**src/rtl/wb_ram_arbiter.sv**
```systemverilog
// wb_ram_arbiter
//   Shares one Wishbone master path to frame RAM between the video_in frame
//   writer (port 0) and the video_out frame reader (port 1). Whole bus cycles
//   are granted round-robin, with LOCK holding ownership across CYC gaps.
//   A per-access watchdog aborts a granted STB that waits TIMEOUT cycles
//   without ACK, so video_out cannot starve; each abort pulses timeout_irq
//   and records the aborted port in timeout_src.
//
// Ports
//   clk, RST            100 MHz clock, asynchronous active-high reset
//   m0_wb_*, m1_wb_*    requester slave ports (CYC/STB/LOCK/WE/SEL/ADR/DAT in, ACK out)
//   p_wb_*              shared master port toward the system interconnect
//   p_wb_DAT_I          RAM read data, fanned out to both requesters elsewhere
//   grant               registered one-hot owner (bit0 = port 0, bit1 = port 1)
//   timeout_irq         one-cycle pulse on a watchdog abort
//   timeout_src         sticky one-hot record of aborted ports, cleared by reset only
module wb_ram_arbiter #(
  parameter int unsigned TIMEOUT = 64,
  parameter int unsigned TO_W    = 7
) (
  input  logic        clk,
  input  logic        RST,
  input  logic        m0_wb_CYC_I,
  input  logic        m0_wb_STB_I,
  input  logic        m0_wb_LOCK_I,
  input  logic        m0_wb_WE_I,
  input  logic [3:0]  m0_wb_SEL_I,
  input  logic [31:0] m0_wb_ADR_I,
  input  logic [31:0] m0_wb_DAT_I,
  output logic        m0_wb_ACK_O,
  input  logic        m1_wb_CYC_I,
  input  logic        m1_wb_STB_I,
  input  logic        m1_wb_LOCK_I,
  input  logic        m1_wb_WE_I,
  input  logic [3:0]  m1_wb_SEL_I,
  input  logic [31:0] m1_wb_ADR_I,
  input  logic [31:0] m1_wb_DAT_I,
  output logic        m1_wb_ACK_O,
  output logic        p_wb_CYC_O,
  output logic        p_wb_STB_O,
  output logic        p_wb_LOCK_O,
  output logic        p_wb_WE_O,
  output logic [3:0]  p_wb_SEL_O,
  output logic [31:0] p_wb_ADR_O,
  output logic [31:0] p_wb_DAT_O,
  input  logic        p_wb_ACK_I,
  input  logic [31:0] p_wb_DAT_I,
  output logic [1:0]  grant,
  output logic        timeout_irq,
  output logic [1:0]  timeout_src
);

  // One-hot encoding so the state register doubles as the grant output.
  typedef enum logic [1:0] {
    IDLE = 2'b00,
    OWN0 = 2'b01,
    OWN1 = 2'b10
  } state_t;

  state_t          state, next_state;
  logic            last_owner;
  logic [TO_W-1:0] wd;
  logic            own_cyc, own_stb, own_lock;
  logic            abort;

  // Read data is routed to the requesters outside this block.
  logic unused_rdata;
  assign unused_rdata = ^p_wb_DAT_I;

  assign grant = state;

  always_comb begin
    next_state  = state;
    own_cyc     = 1'b0;
    own_stb     = 1'b0;
    own_lock    = 1'b0;
    p_wb_CYC_O  = 1'b0;
    p_wb_STB_O  = 1'b0;
    p_wb_LOCK_O = 1'b0;
    p_wb_WE_O   = 1'b0;
    p_wb_SEL_O  = '0;
    p_wb_ADR_O  = '0;
    p_wb_DAT_O  = '0;
    m0_wb_ACK_O = 1'b0;
    m1_wb_ACK_O = 1'b0;

    case (state)
      OWN0: begin
        own_cyc     = m0_wb_CYC_I;
        own_stb     = m0_wb_STB_I;
        own_lock    = m0_wb_LOCK_I;
        p_wb_CYC_O  = m0_wb_CYC_I;
        p_wb_STB_O  = m0_wb_STB_I;
        p_wb_LOCK_O = m0_wb_LOCK_I;
        p_wb_WE_O   = m0_wb_WE_I;
        p_wb_SEL_O  = m0_wb_SEL_I;
        p_wb_ADR_O  = m0_wb_ADR_I;
        p_wb_DAT_O  = m0_wb_DAT_I;
        m0_wb_ACK_O = p_wb_ACK_I;
      end
      OWN1: begin
        own_cyc     = m1_wb_CYC_I;
        own_stb     = m1_wb_STB_I;
        own_lock    = m1_wb_LOCK_I;
        p_wb_CYC_O  = m1_wb_CYC_I;
        p_wb_STB_O  = m1_wb_STB_I;
        p_wb_LOCK_O = m1_wb_LOCK_I;
        p_wb_WE_O   = m1_wb_WE_I;
        p_wb_SEL_O  = m1_wb_SEL_I;
        p_wb_ADR_O  = m1_wb_ADR_I;
        p_wb_DAT_O  = m1_wb_DAT_I;
        m1_wb_ACK_O = p_wb_ACK_I;
      end
      default: ;
    endcase

    // ACK on the threshold cycle completes the access instead of aborting it.
    abort = (state != IDLE) && own_stb && !p_wb_ACK_I &&
            (wd == TO_W'(TIMEOUT - 1));

    case (state)
      IDLE: begin
        if (m0_wb_CYC_I && m1_wb_CYC_I)
          next_state = last_owner ? OWN0 : OWN1;
        else if (m0_wb_CYC_I)
          next_state = OWN0;
        else if (m1_wb_CYC_I)
          next_state = OWN1;
      end
      OWN0, OWN1: begin
        if (abort || (!own_cyc && !own_lock))
          next_state = IDLE;
      end
      default: next_state = IDLE;
    endcase
  end

  always_ff @(posedge clk or posedge RST) begin
    if (RST) begin
      state       <= IDLE;
      last_owner  <= 1'b1;
      wd          <= '0;
      timeout_irq <= 1'b0;
      timeout_src <= '0;
    end else begin
      state       <= next_state;
      timeout_irq <= abort;

      if (state == IDLE || !own_stb || p_wb_ACK_I || abort)
        wd <= '0;
      else if (wd != TO_W'(TIMEOUT))
        wd <= wd + 1'b1;

      if (abort)
        timeout_src[state == OWN1] <= 1'b1;

      if (state != IDLE && next_state == IDLE)
        last_owner <= (state == OWN1);
    end
  end

endmodule

```
**config.mk**
```make
export PLATFORM = sky130hd
export DESIGN_NAME = wb_ram_arbiter
export DESIGN_NICKNAME = d
export VERILOG_FILES = /design/src/rtl/wb_ram_arbiter.sv
export SDC_FILE = /design/constraint.sdc
export NUM_CORES = 1
export LEC_CHECK = 0
export BUFFER_PORTS_ARGS = -buffer_cell sky130_fd_sc_hd__buf_2
export CAP_MARGIN = 20
export CORE_AREA = 2 2 100 102
export DETAILED_ROUTE_END_ITERATION = 8
export DIE_AREA = 0 0 102 104
export SLEW_MARGIN = 25
export SYNTH_ARGS = -nofsm -noshare
export SYNTH_HDL_FRONTEND = slang
export SYNTH_SLANG_ARGS = --single-unit
```
**constraint.sdc**
```tcl
create_clock -name clk -period 3.3 [get_ports clk]
set_input_delay 0.495 -clock clk [delete_from_list [all_inputs] [get_ports clk]]
set_output_delay 0.495 -clock clk [all_outputs]
set_load 0.01 [all_outputs]
```
Word-level counts from Yosys, hierarchy flattened. Index checks and enable logic that the tools add are counted.

Flip-flop bits (word level): 13. Bits of input ports: 179. Output and inout port bits: 79.

Add/sub/neg operators: 1. Magnitude comparators: 2. Equal/unequal tests: 4. Muxes and demuxes: 19. Bitwise operators: 1. Reduce and logical (&&, ||, !) cells: 20.

Operator list (number): 32-bit one-hot mux with 2 select lines (2); 7-bit two-way mux (2); 2-bit two-way mux (5); 1-bit one-hot mux with 2 select lines (4); 4-bit one-hot mux with 2 select lines (1); 7-bit by 1-bit adder with 7-bit output, second input constant (1); 7-bit by 6-bit == test with 1-bit output, second input constant (1); 1-bit logical AND (7); 7-bit != test, second input constant (1); 1-bit zero test (4); 2-bit zero test (2); 1-bit logical OR (4); 2-bit one-hot mux with 2 select lines (1); 2-bit nonzero test (2); 1-bit two-way mux (3); 2-bit by 1-bit == test with 1-bit output, second input constant (1); 2-bit == test, second input constant (1); 1-bit by 2-bit less-than comparator with 1-bit output, second input constant (1); 2-bit bitwise OR (1); 2-bit OR reduction (1); 1-bit demux with 1-bit select (1); 1-bit greater-or-equal comparator, second input constant (1).

Depth between registers and ports, before layout.
Word-level depth: 10. Depth in mapped cells: 7. Mapped depth without buffers: 6.

Worst setup path before layout. No wires, ideal clock.

Path kind: register to output. Start point: reg state[0] (netlist: grant[0]). End point: out p_wb_ADR_O[0]. Arrival time: 1446 ps. Required time: 2805 ps. Setup slack: 1359 ps. Cell stages (with the launch flop): 6. Cells stage by stage: dfrtp_1 > inv_1 > ha_1 > buf_2 > clkbuf_1 > nor2b_1.

Longest elaborated chain between the ends: 2.

Ends and longest elaborated chain: from (decl) (line 60) `state_t state, next_state;`; from (signal assigned) (line 146) `state <= next_state;`; 2-bit == test or 2-bit by 1-bit == test with 1-bit output (tied branches) (line 87) `case (state)`; 32-bit one-hot mux with 2 select lines (*) (line 87); to (decl) (line 44) `output logic [31:0] p_wb_ADR_O,`.

Every way passes the cells marked *; elsewhere a longest branch is shown, timed or not.

Worst setup path after layout.
Start point: reg state[0] (netlist: grant[0]). End point: out p_wb_LOCK_O.

Longest elaborated chain between the ends: 2.

Ends and longest elaborated chain: 2-bit == test or 2-bit by 1-bit == test with 1-bit output (tied branches) (line 87); 1-bit one-hot mux with 2 select lines (*) (line 87); to (decl) (line 41) `output logic p_wb_LOCK_O,`.

Marked as above.

==> impl_summary.txt <==
----------------------------------------------------
[Worst setup path]
  Critical path endpoint category ... output port
  Critical path data arrival time ... 2.41 ns
  Type of element launching the critical path ... register
  Type of the worst setup path ... register to output port
  Required arrival time at the worst endpoint ... 2.80 ns
  Biggest fanout along the worst timing path ... 40
  R2r worst-path depth ... 7

[Die]
  Starting density of the core ... 19.6%
  Die Area ... 0.0106 mm^2
  I/O Pins ... 258
  Die width ... 102 um
  Die H ... 104 um
  Number of placement rows ... 36
  Core area ... 0.00955 mm^2

[Finish]
  Non-filler cells, final ... 586
  Final Util ... 33.0%
  Commonest cells after routing, fill and taps aside ... 225 x buf_2, 72 x a22oi_1, 72 x nor2b_1, 12 x dfrtp_1, 10 x nor2_1
  Post-layout nets ... 639
  Number of fillers in the final layout ... about 1,000
  Ant diodes ... 0
  Combined area of the multi-input logic cells ... 0.00143 mm^2
  Leading cell type in the layout, fill and taps excluded ... buf_2
  Layout cells sized above 1 ... 53.0%
  Layout-stage area growth over the synthesis result ... 68.4%
  Register cell area after layout ... 327 um^2

[Logic synthesis]
  Post-Syn Nets ... 429
  Post-synth design cell area ... 0.00187 mm^2
  Seq/Total Area, Yosys ... 17.4%
  Synth warn ... 0
  Main combinational cell family by area after synthesis ... compound AO/OA/AOI/OAI gates
  Number of cells produced by synthesis ... 244
  Mux contribution to synthesized area ... 0.534%
  Flip-flop cell with the highest count after synthesis ... dfrtp_1
  Number of synthesized flops with an enable pin ... 0
  Fraction of registers with async set/reset ... 100%
  XOR/XNOR Fraction of Synth Area ... 2.34%
  Share of the synthesized area in the top cell type ... 28.9%
  Compound-Gate Fraction of Synth Area ... 34.5%
  Adder and majority cell fraction of the synthesized area ... 4.01%
  Fraction of the mapped netlist area in simple logic gates ... around a third
  Number of synthesized register bits ... 13
  Number of distinct library cells after synthesis ... 35
  Post-synthesis area per instance ... 7.68 um^2
  Top cells by area, synth ... a22oi_1 29%, nor2b_1 24%, dfrtp_1 16%
  Area leader, netlist ... a22oi_1

[Global routing]
  Global-route usage over all layers ... 12.7%
  Wire length of the first global-routing pass ... 11.2 mm
  Initial antenna violation count ... 1
  Vias in the first global route ... 2,369
  Global route overflow ... 0
  Maximum number of pins on one net before global-route repair ... 47

[STA]
  Final setup fails ... 0
  Unrepaired setup endpoints after global routing ... no
  Slew @ Worst Pin ... 0.732 ns
  Setup TNS ... 0 ns
  Peak clock frequency supported by timing ... 344 MHz
  Max-slew headroom ... 51.2%
  Final period utilization ... 88.1%
  Hold Violations, Final ... 0
  Period minus WS final ... 2.91 ns
  Slew Limit Fails ... 0
  Worst clock skew ... 0.00317 ns

[Clocking]
  Clock net sink count ... 13
  Clock tree from TritonCTS ... built
  Worst-Skew Late Latency ... 0.23 ns
  Number of CTS-inserted buffers ... 3
  CTS hold repair buffers ... 0
  Clock root buffer ... clkbuf_8
  Cts repair resizes ... 0
  # H-tree levels ... 1
  Clock Pin Slew Worst Setup and Hold Paths ... about 0.06 ns
  Number of setup buffers added after CTS ... 0
  Clock Path Buffers ... 2

[Detailed routing]
  Final Routed Wirelength ... 7.75 mm
  Vias after detailed routing ... 2,667
  Pre-antenna DRT Iters ... 4
  Average vias per placed instance ... 4.55
  Initial drt markers ... 75
  Routed wire length per instance ... 13.2 um
  Number of DRC violations after detailed routing ... 0
  Antenna Nets Post-Route ... 0

[Hold path]
  Tightest Hold Check Type ... primary input to asynchronous set/reset pin

[Placement]
  Port Buffer Count ... 225
  Final GP Congestion ... 0.803
  Hpwl dp ... roughly 6.3 mm
  Post-placement cell count ... 582

[Power]
  Leakage Power ... 1.65 nW
  Combinational power share ... a little over four fifths
  IR drop worst, VDD ... 0.000427 V
  Power per cell area ... 715 mW/mm^2
  Share of power burned in the clock network ... 6.1%
  Part of the power in registers ... 9.4%
  Switching Share ... 49.2%
  Net load switching power ... 1.11 mW
  Internal portion of total power ... 1.15 mW

[Outcome]
  Result of the run ... completed

[Run]
  Count of maximum capacitance violations ... 0

----------------------------------------------------
==> final cells by class <==
type	instances	area share, %
sequential	13	10.4
timing repair buffer	229	37.0
clock buffer	4	1.43
tap	133	5.28
multi-input combinational	201	45.2
inverter	6	0.714
==> worst paths after layout <==
check,from,endpoint,slack (ns)
setup / recovery,grant[0],p_wb_LOCK_O,0.39
hold / removal,RST,wd[5],0.28
setup reg to reg,grant[0],last_owner,0.64
hold reg to reg,timeout_src[0],timeout_src[0],0.46
max in group asynchronous,RST,last_owner,2.67
min in group clk,timeout_src[0],timeout_src[0],0.46
==> power by group through the flow <==
stage | Sequential [mW] | Combinational, mW | Clock (mW)
2_1_floorplan | 0.213 | 1.29 | 0
3_3_place_gp | 0.213 | 1.90 | 0
3_5_place_dp | 0.215 | 1.94 | 0
5_1_grt | 0.216 | 2.09 | 0.150
6_report | 0.212 | 1.91 | 0.137
4_1_cts | 0.212 | 1.95 | 0.141
==> critical path, cell delays in order (launching register included) <==
cell     delay (ns)
dfrtp_1        0.46
inv_1          0.12
ha_2           0.66
buf_4          0.48
a22oi_1        0.16
nor2b_1        0.12
buf_2          0.16
==> synth_stat cells (2+ instances only) <==
library cell and instances:
nand2_1 3, and2_1 2, nand3_1 4, buf_2 10
o21ai_1 2, clkbuf_1 13, a22oi_1 72, dfrtp_1 12
ha_1 6, nand4_1 2, o211ai_1 2, inv_1 6
and2b_1 2, o21ai_0 2, xor2_1 4, nor2_1 10
a21o_1 2, nand3b_1 2, nor2b_1 72
==> kinds of logic (layout without fill, tap and decap cells) <==
kind of cell    Yosys count  in the layout
compound gates           87             87
xor+xnor                  5              5
fa+ha+maj                 6              6
buf+inv                  30            239
flops                    13             13
mux                       1              1
simple gates            102            102
==> metrics by stage <==
stage          hold WS [ns]  total power [mW]  setup WS, ns  instance area (um^2)
3_3_place_gp          0.443              2.11         0.663                  3110
3_5_place_dp          0.454              2.16         0.578                  3110
5_1_grt               0.333              2.46         0.176                  3150
4_1_cts               0.298              2.30         0.329                  3150
2_1_floorplan         0.371              1.50          1.36                  1870
6_report              0.281              2.25         0.394                  3150
==> metal layers <==
layer / vias to the layer above / wire length (um) / GRT usage [%]
li1: 1312 / - / -
met1: 1211 / 3180 / 15.8
met2: 136 / 3820 / 23.4
met3: 6 / 670 / 1.55
met4: 2 / 65 / 1.62
met5: - / 13 / 0
==> flip-flops by register name (all words and copies together), names as in the netlist <==
register and count:
timeout_src 2, wd 7, timeout_irq 1, last_owner 1, grant 2
Note: power is estimated with default switching activity, not from simulation.
